File: config.mk
export PLATFORM = sky130hd
export DESIGN_NAME = time_digits
export DESIGN_NICKNAME = d
export VERILOG_FILES = /design/src/rtl/time_digits_pkg.sv /design/src/rtl/seg7_decode.sv /design/src/rtl/time_digits.sv
export SDC_FILE = /design/constraint.sdc
export NUM_CORES = 1
export LEC_CHECK = 0
export ABC_CLOCK_PERIOD_IN_PS = 3100
export CAP_MARGIN = 20
export CORE_MARGIN = 2
export CORE_UTILIZATION = 55
export DETAILED_ROUTE_END_ITERATION = 10
export PLACE_DENSITY_LB_ADDON = 0.15
export SYNTH_ARGS = -nofsm -noshare
export SYNTH_HDL_FRONTEND = slang
export SYNTH_SLANG_ARGS = --single-unit
File: constraint.sdc
create_clock -name CLK -period 3.1 [get_ports CLK]
set_input_delay 0.465 -clock CLK [delete_from_list [all_inputs] [get_ports CLK]]
set_output_delay 0.465 -clock CLK [all_outputs]
set_load 0.02 [all_outputs]
File: src/rtl/time_digits_pkg.sv
// time_digits_pkg: shared constants for the time-of-day display source.
//   - FSM state encoding (RUN / SET_HR / SET_MIN) and its typed enum
//   - BCD digit width, blank segment pattern, digit->segment table
//   - bcd_inc: wrap-around increment of a two-digit BCD field
package time_digits_pkg;

  localparam int unsigned DIGIT_W = 4;

  localparam logic [1:0] RUN     = 2'd0;
  localparam logic [1:0] SET_HR  = 2'd1;
  localparam logic [1:0] SET_MIN = 2'd2;

  typedef enum logic [1:0] {
    StRun    = RUN,
    StSetHr  = SET_HR,
    StSetMin = SET_MIN
  } state_e;

  // Active-low {g,f,e,d,c,b,a}; all segments off.
  localparam logic [6:0] SEG_BLANK = 7'h7F;

  // Common-anode patterns, entry i is digit i.
  localparam logic [9:0][6:0] SEG_DIGITS = {
    7'h10, 7'h00, 7'h78, 7'h02, 7'h12,
    7'h19, 7'h30, 7'h24, 7'h79, 7'h40
  };

  // Increment a {tens,units} BCD value, returning 00 after reaching last.
  function automatic logic [7:0] bcd_inc(input logic [7:0] v, input logic [7:0] last);
    if (v == last) begin
      return 8'h00;
    end
    if (v[3:0] == 4'd9) begin
      return {v[7:4] + 4'd1, 4'd0};
    end
    return {v[7:4], v[3:0] + 4'd1};
  endfunction

endpackage

File: src/rtl/seg7_decode.sv
// seg7_decode: combinational BCD digit to active-low seven-segment pattern.
//   bcd  in  DIGIT_W  digit value; values above 9 produce SEG_BLANK
//   seg  out 7        {g,f,e,d,c,b,a}, 0 = lit
module seg7_decode
  import time_digits_pkg::*;
(
  input  logic [DIGIT_W-1:0] bcd,
  output logic [6:0]         seg
);

  always_comb begin
    seg = SEG_BLANK;
    if (bcd <= 4'd9) begin
      seg = SEG_DIGITS[bcd];
    end
  end

endmodule

File: src/rtl/time_digits.sv
// time_digits: 24-hour hh:mm:ss BCD clock with button-driven set mode, producing the
// registered segment pattern for the digit index presented by the display scanner.
//   CLK   in  1  scan clock, all state on posedge
//   RSTN  in  1  asynchronous active-low reset
//   SEL   in  3  digit index 0..5 (6/7 blank)
//   MODE  in  1  mode button, asynchronous, active-high
//   INC   in  1  increment button, asynchronous, active-high
//   SEG   out 7  active-low segments {g,f,e,d,c,b,a}, registered
//   DP    out 1  active-low decimal point, registered
//   HOUR/MIN/SEC out 8 each  current time in BCD
module time_digits
  import time_digits_pkg::*;
#(
  parameter int unsigned TICK_DIV = 1000
) (
  input  logic       CLK,
  input  logic       RSTN,
  input  logic [2:0] SEL,
  input  logic       MODE,
  input  logic       INC,
  output logic [6:0] SEG,
  output logic       DP,
  output logic [7:0] HOUR,
  output logic [7:0] MIN,
  output logic [7:0] SEC
);

  localparam int unsigned PRE_W = $clog2(TICK_DIV);
  localparam logic [PRE_W-1:0] PRE_LAST = PRE_W'(TICK_DIV - 1);
  localparam logic [PRE_W-1:0] PRE_HALF = PRE_W'(TICK_DIV / 2);

  // Button synchronizers and rising-edge detectors.
  logic [1:0] mode_sync_q, inc_sync_q;
  logic       mode_prev_q, inc_prev_q;
  logic       mode_rise, inc_rise;

  always_ff @(posedge CLK or negedge RSTN) begin
    if (!RSTN) begin
      mode_sync_q <= 2'b00;
      inc_sync_q  <= 2'b00;
      mode_prev_q <= 1'b0;
      inc_prev_q  <= 1'b0;
    end else begin
      mode_sync_q <= {mode_sync_q[0], MODE};
      inc_sync_q  <= {inc_sync_q[0], INC};
      mode_prev_q <= mode_sync_q[1];
      inc_prev_q  <= inc_sync_q[1];
    end
  end

  assign mode_rise = mode_sync_q[1] & ~mode_prev_q;
  // A coincident MODE press swallows the INC press.
  assign inc_rise  = inc_sync_q[1] & ~inc_prev_q & ~mode_rise;

  // Mode FSM, prescaler and time registers.
  state_e           state_q;
  logic [PRE_W-1:0] pre_q;
  logic [7:0]       hour_q, min_q, sec_q;
  logic             tick;

  assign tick = (pre_q == PRE_LAST);

  always_ff @(posedge CLK or negedge RSTN) begin
    if (!RSTN) begin
      state_q <= StRun;
      pre_q   <= '0;
      hour_q  <= 8'h00;
      min_q   <= 8'h00;
      sec_q   <= 8'h00;
    end else begin
      // Prescaler free-runs in every state so set-mode blink keeps its cadence.
      pre_q <= tick ? '0 : pre_q + 1'b1;
      unique case (state_q)
        StRun: begin
          if (tick) begin
            sec_q <= bcd_inc(sec_q, 8'h59);
            if (sec_q == 8'h59) begin
              min_q <= bcd_inc(min_q, 8'h59);
              if (min_q == 8'h59) begin
                hour_q <= bcd_inc(hour_q, 8'h23);
              end
            end
          end
          if (mode_rise) begin
            state_q <= StSetHr;
          end
        end
        StSetHr: begin
          if (mode_rise) begin
            state_q <= StSetMin;
          end else if (inc_rise) begin
            hour_q <= bcd_inc(hour_q, 8'h23);
          end
        end
        StSetMin: begin
          if (mode_rise) begin
            // Leaving set mode restarts the second cleanly.
            state_q <= StRun;
            sec_q   <= 8'h00;
            pre_q   <= '0;
          end else if (inc_rise) begin
            min_q <= bcd_inc(min_q, 8'h59);
          end
        end
        default: state_q <= StRun;
      endcase
    end
  end

  // Digit selection and blink.
  logic [DIGIT_W-1:0] digit;
  logic               blank;
  logic               blink_phase;
  logic [6:0]         digit_seg;

  assign blink_phase = (pre_q >= PRE_HALF);

  always_comb begin
    digit = '0;
    blank = 1'b0;
    unique case (SEL)
      3'd0:    digit = hour_q[7:4];
      3'd1:    digit = hour_q[3:0];
      3'd2:    digit = min_q[7:4];
      3'd3:    digit = min_q[3:0];
      3'd4:    digit = sec_q[7:4];
      3'd5:    digit = sec_q[3:0];
      default: blank = 1'b1;
    endcase
    if (blink_phase &&
        ((state_q == StSetHr  && (SEL == 3'd0 || SEL == 3'd1)) ||
         (state_q == StSetMin && (SEL == 3'd2 || SEL == 3'd3)))) begin
      blank = 1'b1;
    end
  end

  seg7_decode u_decode (
    .bcd (digit),
    .seg (digit_seg)
  );

  // Registered so segments line up with the scanner's registered enables.
  logic [6:0] seg_q;
  logic       dp_q;

  always_ff @(posedge CLK or negedge RSTN) begin
    if (!RSTN) begin
      seg_q <= SEG_BLANK;
      dp_q  <= 1'b1;
    end else begin
      seg_q <= blank ? SEG_BLANK : digit_seg;
      dp_q  <= ~(SEL == 3'd1 || SEL == 3'd3);
    end
  end

  assign SEG  = seg_q;
  assign DP   = dp_q;
  assign HOUR = hour_q;
  assign MIN  = min_q;
  assign SEC  = sec_q;

endmodule

Word level (Yosys, flattened, before mapping)

Memories as Yosys holds them, arrays and structs flattened.
Index checks and enable logic that the tools add are counted.
W data, S select, Z words.

Bits in registers: 50
Bits in read-only memories: 112
Input bits: 7
Output and inout port bits: 32
Word-level logic and storage cells: 164
Memories: 1

$add $sub $neg: 7
Order comparisons: 3
Eq/ne operators: 29
Mux-type cells: 84
Bitwise gates (word level): 7
Reduce and logical (&&, ||, !) cells: 19

Memory list:

| memory          | words | bits a word | rd ports | clocked after Yosys merged registers in | wr ports | line              | source |
|---|---|---|---|---|---|---|---|
| (no name shown) | 16    | 7           | 1        | 0                                       | 0        | seg7_decode.sv:14 | `seg = SEG_DIGITS[bcd];` |

Operators by type and width:

| kind                    | count |
|---|---|
| $mux W8                 | 27 |
| $pmux W8 S2             | 3 |
| $mux W1                 | 43 |
| $mux W10                | 3 |
| $add A4 B1 Y4 const B   | 6 |
| $pmux W4 S6             | 1 |
| $mux W7                 | 3 |
| $ne A2 B2 Y1 const B    | 10 |
| $eq A8 B7 Y1 const B    | 2 |
| $ne A3 B3 Y1 const B    | 5 |
| $eq A4 B4 Y1 const B    | 3 |
| $add A10 B1 Y10 const B | 1 |
| $eq A10 B10 Y1 const B  | 1 |
| $ge A10 B9 Y1 const B   | 1 |
| $eq A8 B6 Y1 const B    | 1 |
| $reduce_and A8 Y1       | 1 |
| $reduce_and A7 Y1       | 1 |
| $eq A3 B2 Y1 const B    | 2 |
| $eq A3 B3 Y1 const B    | 2 |
| $mux W2                 | 3 |
| $pmux W2 S3             | 1 |
| $reduce_and A3 Y1       | 2 |
| $reduce_and A6 Y1       | 1 |
| $reduce_or A6 Y1        | 1 |
| 14 further kinds        | 25 |

Depth between registers and ports, before layout

Gate-level depths: netlist (run 1).

Word-level depth: 17
Mapped depth: 10

Modules after synthesis

A second synthesis (run 1) with hierarchy kept.

Cells, all modules: 291
Area total of the unflattened synthesis: 2,887.8 µm²

By module, submodules not included:

| module      | instances | cells each | area an instance (µm²) | seq. area each (µm²) |
|---|---|---|---|---|
| time_digits | 1         | 261        | 2,681.3                | 1,261.2 |
| seg7_decode | 1         | 30         | 206.4                  | 0.0 |

Least setup slack after synthesis (run 1)

Ideal clock, no wire load.

Path type: register to register
Start: reg sec_q[0], in the netlist SEC[0]
End: reg min_q[2], in the netlist MIN[2]
Arrival: 2,126 ps
Required time: 2,975 ps
Path slack: 850 ps
Stages on the path, launching flop included: 8
Clock period less this slack: 2,250 ps
Cell sequence: dfrtp_1 ha_1 and3b_1 clkbuf_1 nand2_1 o31a_1 nor3b_1 mux2_2

Word-level cells in the longest chain between the ends: 3

Ends and longest elaborated chain:

| element                     | line               | source |
|---|---|---|
| from (decl)                 | time_digits.sv:58  | `logic [7:0] hour_q, min_q, sec_q;` |
| from (signal assigned)      | time_digits.sv:76  | `sec_q <= bcd_inc(sec_q, 8'h59);` |
| $eq A8 B7 Y1                | time_digits.sv:77  | `if (sec_q == 8'h59) begin` |
| $ne A2 B2 Y1 (no line)      | --                 |  |
| $reduce_and A5 Y1 (no line) | --                 |  |
| to (signal assigned)        | time_digits.sv:78  | `min_q <= bcd_inc(min_q, 8'h59);` |
| to (signal assigned)        | time_digits.sv:102 | `min_q <= bcd_inc(min_q, 8'h59);` |
| to (decl)                   | time_digits.sv:58  |  |

Every way passes these cells.
A chain may end at the register's enable or synchronous reset.

Final worst setup path (run 1)

Start: in SEL[1]
End: reg seg_q[0], in the netlist SEG[0]

Word-level cells in the longest chain between the ends: 7
Elaborated cells on any way between the ends: 21
Classes of those cells: order compare (1); eq/ne (5); mux (6); reduce/logical (8); memory (1)

Ends and longest elaborated chain:

| element                                                | line               | source |
|---|---|---|
| from (decl)                                            | time_digits.sv:18  | `input logic [2:0] SEL,` |
| branches (longest 6 deep; another with $mem_v2 Z16 W7) | --                 |  |
| $mux W7 (*)                                            | time_digits.sv:151 | `seg_q <= blank ? SEG_BLANK : digit_seg;` |
| to (signal assigned)                                   | time_digits.sv:151 |  |
| to (decl)                                              | time_digits.sv:143 | `logic [6:0] seg_q;` |

Mark *: on every way between the ends. The select of a mux whose other input is x is not followed.

==> summary.md, run 1 <==
| Metric | Value |
|---|---|
| Status | complete, no violations |
| Port Buffer Count | 38 |
| Total Routing Usage GR | between 20% and 30% |
| Root Driver | clkbuf_8 |
| RSZ-0062 raised after global routing | no |
| Crit Path Category | in2reg |
| Power Density | 573 nW/um^2 |
| P_int | roughly 0.0013 W |
| Global route total overflow | 0 |
| Switching Fraction | around a third |
| Worst min-delay path class | in2async |
| Area grow syn2layout | 19.6% |
| Ant. Diodes | 0 |
| RD Place Congestion | around 0.9 |
| Max Fclk | ~0.39 GHz |
| Max_cap viols | 0 |
| Vias | between 2k and 2.5k |
| Post-route insts no fill | between 400 and 500 |
| Synth area leaders | dfrtp_1 36%, ha_1 8.2%, dfstp_2 7.2% |
| DR WL/cell | around 15 um |
| Layout cells sized above 1 | between 8 and 9% |
| Setup crit end kind | flop |
| Clock buffer depth | 2 |
| DP Wirelength | 4.39 mm |
| Flop pwr share | a little under half |
| Clk_lat worst skew | around 300 ps |
| CTS tree | built |
| Final worst slack | approximately 540 ps |
| Peak supply drop | between 0.0005 and 0.0006 V |
| Post-synth top area cell | dfrtp_1 |
| CTS HTree Levels | 2 |
| Worst Path Required | approximately 3300 ps |
| Initial antenna violation count | 0 |
| Detailed Route Iter0 Violations | approximately 130 |
| Die width | 76.8 um |
| Clk_skew | between 10 and 15 ps |
| Sequential area share after synthesis | 43.3% |
| Cell with the most instances after synthesis | dfrtp_1 |
| Total Wirelength | 6.02 mm |
| Largest net degree at the start of global routing | approximately 50 |
| Post-CTS Resized | 0 |
| Leak pwr | ~1.5 nW |
| Post-synth EDFFs | 0 |
| First-pass GRT wire length | roughly 11 mm |
| Vias/cell | between 5 and 6 |
| Residual DRC | 0 |
| Post-synthesis cell count | ~300 |
| Placed cell count | 400 |
| Vias in the first global route | approximately 2.3k |
| Syn avg cell area | 9.88 um^2 |
| Final period demand of the worst path | between 2000 and 3000 ps |
| Synth top cells by count | 42 x dfrtp_1, 28 x nor2_1, 19 x ha_1, 18 x inv_1, 18 x o21ai_0 |
| Worst-Margin Slew | roughly 690 ps |
| Slew Viols, Final | 0 |
| Nets@finish | approximately 360 |
| # clock sinks | 50 |
| Die Span Y | 76.8 um |
| Slew HR | between 50 and 60% |
| Fin. Hold Viols | 0 |
| Initial Util | 57.1% |
| Tcrit/Tclk final | roughly 83% |
| Setup TNS | 0 ps |
| Setup Fix Bufs, Post-CTS | 0 |
| NetSw | about 0.0007 W |
| Arr. time, crit path | approximately 2800 ps |
| Placement Setup Slack | between 200 and 250 ps |
| Routed Antenna Nets | 0 |
| Num CTS Buffers | 5 |
| Core Rows | 26 |
| Final Setup Violations | 0 |
| Core Box Area | 5110 um^2 |
| Post-Syn Nets | approximately 320 |
| FFs w/ async S/R, synth | 100% |
| Yosys warning count | 0 |
| Clock power frac | roughly 23% |
| Post-synthesis sequential element count | 50 |
| Mapped Area | 2920 um^2 |
| Clock slew at reported path FFs | ~90 ps |
| Critical Path Source Type | primary input |
| Combinational Power Share | a little under a third |
| Largest fanout on the critical path | 9 |
| Dominant synthesized flop cell | dfrtp_1 |
| Die area | roughly 5900 um^2 |
| Area share of the largest cell type after synthesis | between 30 and 40% |
| CTS Hold Bufs | 0 |
| I/O pins | 39 |
| Yosys cell types | 57 |
| Pre-antenna DRT Iters | 4 |
| Filler cell count | about 430 |
[registers in the layout, indices dropped and copies added (netlist names)]
name         flops
pre_q           10
HOUR             8
MIN              8
SEC              8
SEG              7
inc_sync_q       2
mode_sync_q      2
state_q          2
DP               1
inc_prev_q       1
mode_prev_q      1
[through the flow]
stage                     util [%]  hold WS, ps  cell area (um^2)  total power [W]
after floorplan                  -          169              2920          0.00132
after global placement        66.1          337              3380          0.00153
after detailed placement      66.1          340              3380          0.00155
after CTS                     68.3          276              3490          0.00201
after global routing          68.3          323              3490          0.00213
final                         68.3          267              3490          0.00200
[critical path, cell delays in order]
cell and delay, ps:
clkdlybuf4s50_1 610, nand2b_1 300, o221ai_1 200, o21ai_0 120, buf_4 170, inv_1 80
ha_1 260, nor2_1 100, nor2_1 140, o21bai_1 100, a221o_1 260
[cell families after synthesis]
group                      Yosys count  synth area share (%)
buffers and inverters               26                  3.65
DFF                                 50                  43.3
muxes                               12                  4.64
AOI/OAI and AO/OA                   70                  17.4
adders and majority gates           19                  8.15
and+or+nand+nor                    107                  19.6
xor gates and xnor gates            11                  3.30
[power groups by stage]
stage               combinational [W]  sequential [W]  clock, W
global placement             0.000581        0.000950         0
CTS                          0.000606        0.000938  0.000465
global route                 0.000679        0.000963  0.000491
detailed placement           0.000602        0.000951         0
floorplan                    0.000363        0.000956         0
finish                       0.000603        0.000943  0.000452
[cell usage in the layout, fill, tap and decap left out, types with 9 or more instances in the layout]
| master | synthesis | final |
|---|---|---|
| o21ai_0 | 18 | 18 |
| inv_1 | 18 | 18 |
| dfrtp_1 | 42 | 42 |
| nor2_1 | 28 | 28 |
| clkdlybuf4s50_1 | 0 | 37 |
| ha_1 | 19 | 19 |
| a21oi_1 | 11 | 11 |
| mux2i_1 | 9 | 9 |
| nand2_1 | 16 | 16 |
| nand3_1 | 17 | 17 |
[final timing paths]
kind | from | to | slack [ps] | depth (start not counted)
setup / recovery | SEL[1] | SEG[0] | 540 | 11
hold / removal | RSTN | HOUR[6] | 270 | 2
setup reg to reg | pre_q[0] | HOUR[1] | 680 | 6
hold reg to reg | mode_sync_q[0] | mode_sync_q[1] | 360 | 0
max in group asynchronous | RSTN | SEC[6] | 2410 | 2
min in group CLK | mode_sync_q[0] | mode_sync_q[1] | 360 | 0
[cell type report]
cell class	instances	area, um^2	area share (%)
multi-input combinational	219	1550	44.4
sequential	50	1260	36.2
timing repair buffer	43	413	11.8
tap	70	87.6	2.51
clock buffer	5	68.8	1.97
inverter	18	67.6	1.94
clock inverter	3	40.0	1.15
[layer usage]
metal | part of all wire [%] | track usage [%]
met2 | 48 | 37.1
met4 | 1.6 | 7.82
met5 | 0 | 0
met1 | 46 | 27.8
met3 | 4.4 | 4.24
(Power assumes the default switching activity.)
==> inputs of run 2 (changes only) <==
--- a/config.mk
+++ b/config.mk
@@ -5,10 +5,10 @@
 export SDC_FILE = /design/constraint.sdc
 export NUM_CORES = 1
 export LEC_CHECK = 0
-export ABC_CLOCK_PERIOD_IN_PS = 3100
+export ABC_CLOCK_PERIOD_IN_PS = 2300
 export CAP_MARGIN = 20
 export CORE_MARGIN = 2
-export CORE_UTILIZATION = 55
+export CORE_UTILIZATION = 50
 export DETAILED_ROUTE_END_ITERATION = 10
 export PLACE_DENSITY_LB_ADDON = 0.15
 export SYNTH_ARGS = -nofsm -noshare
==> constraint.sdc (replaced) <==
create_clock -name CLK -period 2.3 [get_ports CLK]
set_input_delay 0.345 -clock CLK [delete_from_list [all_inputs] [get_ports CLK]]
set_output_delay 0.345 -clock CLK [all_outputs]
set_load 0.02 [all_outputs]
==> run 2 against run 1 <==
Clock skew down 8.6 ps. Worst hold slack worse by 250 ps. Register-to-register slack worse by 570 ps. Largest cell class unchanged. Setup slack worse by 430 ps. Cell area up 8.7%. Flip-flop and latch count unchanged. Die area up 9.5%. Via count up 5.8%. Non-clock buffer count up 36.
==> summary.md, run 2 (synthesis results as in run 1) <==
| Metric | Value |
|---|---|
| Clock slew at reported path FFs | 90 ps (about the same) |
| Largest net degree at the start of global routing | 51 (unchanged) |
| Most common cell after layout, fill and taps aside | dfrtp_1 |
| Die width | 80.4 um (+4.6%) |
| Total Routing Usage GR | 21.6% (-0.30 points) |
| First-pass GRT wire length | 10.9 mm (+4.0%) |
| Flop pwr share | 41.8% (-5.4 points) |
| DR WL/cell | 14.3 um (-2.7%) |
| CP delay by family, top | simple AND/OR/NAND/NOR gates |
| Vias in the first global route | 2402 (+4.3%) |
| Core Rows | 27 (+3.8%) |
| RSZ-0062 raised after global routing | no |
| Area grow syn2layout | 30.0% |
| FF-to-FF Start | pre_q[4] |
| Multi-input gate area | 1560 um^2 (+0.89%) |
| Combinational Power Share | 36.5% (+6.3 points) |
| Die area | 6460 um^2 (+9.5%) |
| Top reg by flops | pre_q |
| Filler cell count | 454 (+5.3%) |
| Worst r2r dst | SEC[7] |
| Pre-antenna DRT Iters | 4 (unchanged) |
| Total Wirelength | 6.40 mm (+6.4%) |
| Max_cap viols | 0 (unchanged) |
| Arr. time, crit path | 2400 ps (-400 ps) |
| Placement Setup Slack | -357 ps (-598 ps) |
| Peak supply drop | 0.000477 V (-6.1%) |
| Setup TNS | 0 ps (unchanged) |
| Post-route core utilization | 68.0% (-0.28 points) |
| Setup crit end kind | flop |
| Core Box Area | 5570 um^2 (+9.1%) |
| CTS tree | built |
| CTS HTree Levels | 2 (unchanged) |
| # clock sinks | 50 (unchanged) |
| Max Fclk | between 0.4 and 0.5 GHz |
| Total power | 0.00283 W (+41%) |
| Critical path cell sequence | nor3b_1 > or4b_4 > buf_4 > or3_1 > o31ai_1 |
| RD Place Congestion | 0.863 (-6.2%) |
| Switching Fraction | 34.1% (-1.2 points) |
| FF-to-FF path depth | 5 (-1) |
| Num CTS Buffers | 5 (unchanged) |
| Worst Path Buf+Inv | 1 (-2) |
| Final period demand of the worst path | 2190 ps |
| Clock power frac | 21.7% (-0.9 points) |
| Final Setup Violations | 0 (unchanged) |
| I/O pins | 39 (unchanged) |
| Crit Path Category | reg2reg |
| Fin. Hold Viols | 0 (unchanged) |
| Register Area | 1260 um^2 (unchanged) |
| Most frequent cells in the layout | 42 x dfrtp_1, 40 x buf_4, 36 x clkdlybuf4s50_1, 28 x nor2_1 |
| Root Driver | clkbuf_8 |
| Initial antenna violation count | 0 (unchanged) |
| Port Buffer Count | 38 (unchanged) |
| Worst Path Required | 2510 ps (-830 ps) |
| P_int | 0.00186 W (+44%) |
| Critical Path Source Type | flop |
| Nets@finish | 399 (+9.9%) |
| Slew HR | 48.9% (-5.0 points) |
| Tcrit/Tclk final | 95.2% |
| Vias/cell | 5.59 (-3.2%) |
| Clock buffer depth | 2 (unchanged) |
| Max stage delay cell, worst path | or4b_4 |
| Max stage delay on crit path | 550 ps (-60 ps) |
| DP Wirelength | 4.84 mm (+10%) |
| Routed Antenna Nets | 0 (unchanged) |
| Slew Viols, Final | 0 (unchanged) |
| Largest register FFs | 10 (unchanged) |
| Clk_skew | 3.32 ps (-8.55 ps) |
| Final worst slack | 109 ps (-429 ps) |
| Worst-Margin Slew | 761 ps (+75.2 ps) |
| Initial Util | 52.3% (-4.8 points) |
| Clk_lat worst skew | 300 ps (about the same) |
| Status | complete, no violations |
| Worst R2R Setup Slack | 110 ps (-570 ps) |
| Worst min-delay path class | in2async |
| Largest fanout on the critical path | 6 (-3) |
| Vias | 2495 (+5.8%) |
| Leak pwr | 1.72 nW (+12%) |
| Ant. Diodes | 0 (unchanged) |
| Die Span Y | 80.4 um (+4.6%) |
| NetSw | 0.000964 W (+37%) |
| Layout cells sized above 1 | 18.4% (+9.6 points) |
| Global route total overflow | 0 (unchanged) |
| Power Density | 746 nW/um^2 (+30%) |
| Residual DRC | 0 (unchanged) |
| Detailed Route Iter0 Violations | 131 (+2.3%) |
run 2: power groups by stage:
stage	logic, W	clock network (W)	registers [W]
after floorplan	0.000490	0	0.00129
after global placement	0.00101	0	0.00119
after detailed placement	0.00103	0	0.00120
after CTS	0.00104	0.000634	0.00118
after global routing	0.00115	0.000666	0.00121
final	0.00103	0.000612	0.00118
run 2: worst max-delay path by stage:
stage	start	to	slack, ps	depth (start not counted)
finish	pre_q[4]	SEC[7]	110	5
global route	pre_q[4]	SEC[7]	30	5
global placement	SEL[1]	SEG[0]	-250	11
detailed placement	SEL[1]	SEG[0]	-360	11
floorplan	SEC[0]	MIN[2]	50	7
CTS	SEL[1]	SEG[0]	9	11
run 2: layout make-up:
type / instances / area share [%]
multi-input cells: 219 / 41.2
flip-flops and latches: 50 / 33.3
repair buffers: 79 / 18.4
well taps: 72 / 2.38
clock buffers: 6 / 1.92
inverters: 18 / 1.78
clock inverters: 2 / 0.991
run 2: timing repair:
item	in CTS	in global routing
cloned	0	0
endpoints found under the setup margin	3	9
setup buffers	0	0
resized for setup	1	5
hold buffers	0	0
run 2: layer usage:
layer	global-route usage [%]	wire length, um
met3	3.71	257
met4	5.59	68
met2	37.6	3110
met5	0	0
met1	27.7	2970
run 2: metrics by stage:
stage               std cells  instance area [um^2]  hold slack (ps)
finish                    446                  3790             19.3
global route              446                  3790             38.4
CTS                       446                  3770             29.3
detailed placement        438                  3660              347
global placement          438                  3660              345
floorplan                 295                  2920             49.4
==> inputs of run 3 (changes only) <==
--- a/config.mk
+++ b/config.mk
@@ -11,6 +11,7 @@
 export CORE_UTILIZATION = 50
 export DETAILED_ROUTE_END_ITERATION = 10
 export PLACE_DENSITY_LB_ADDON = 0.15
+export SKIP_CTS_REPAIR_TIMING = 1
 export SYNTH_ARGS = -nofsm -noshare
 export SYNTH_HDL_FRONTEND = slang
 export SYNTH_SLANG_ARGS = --single-unit
==> results of run 3 <==
Same layout as run 2: the final DEF is identical, and so are final timing and power.
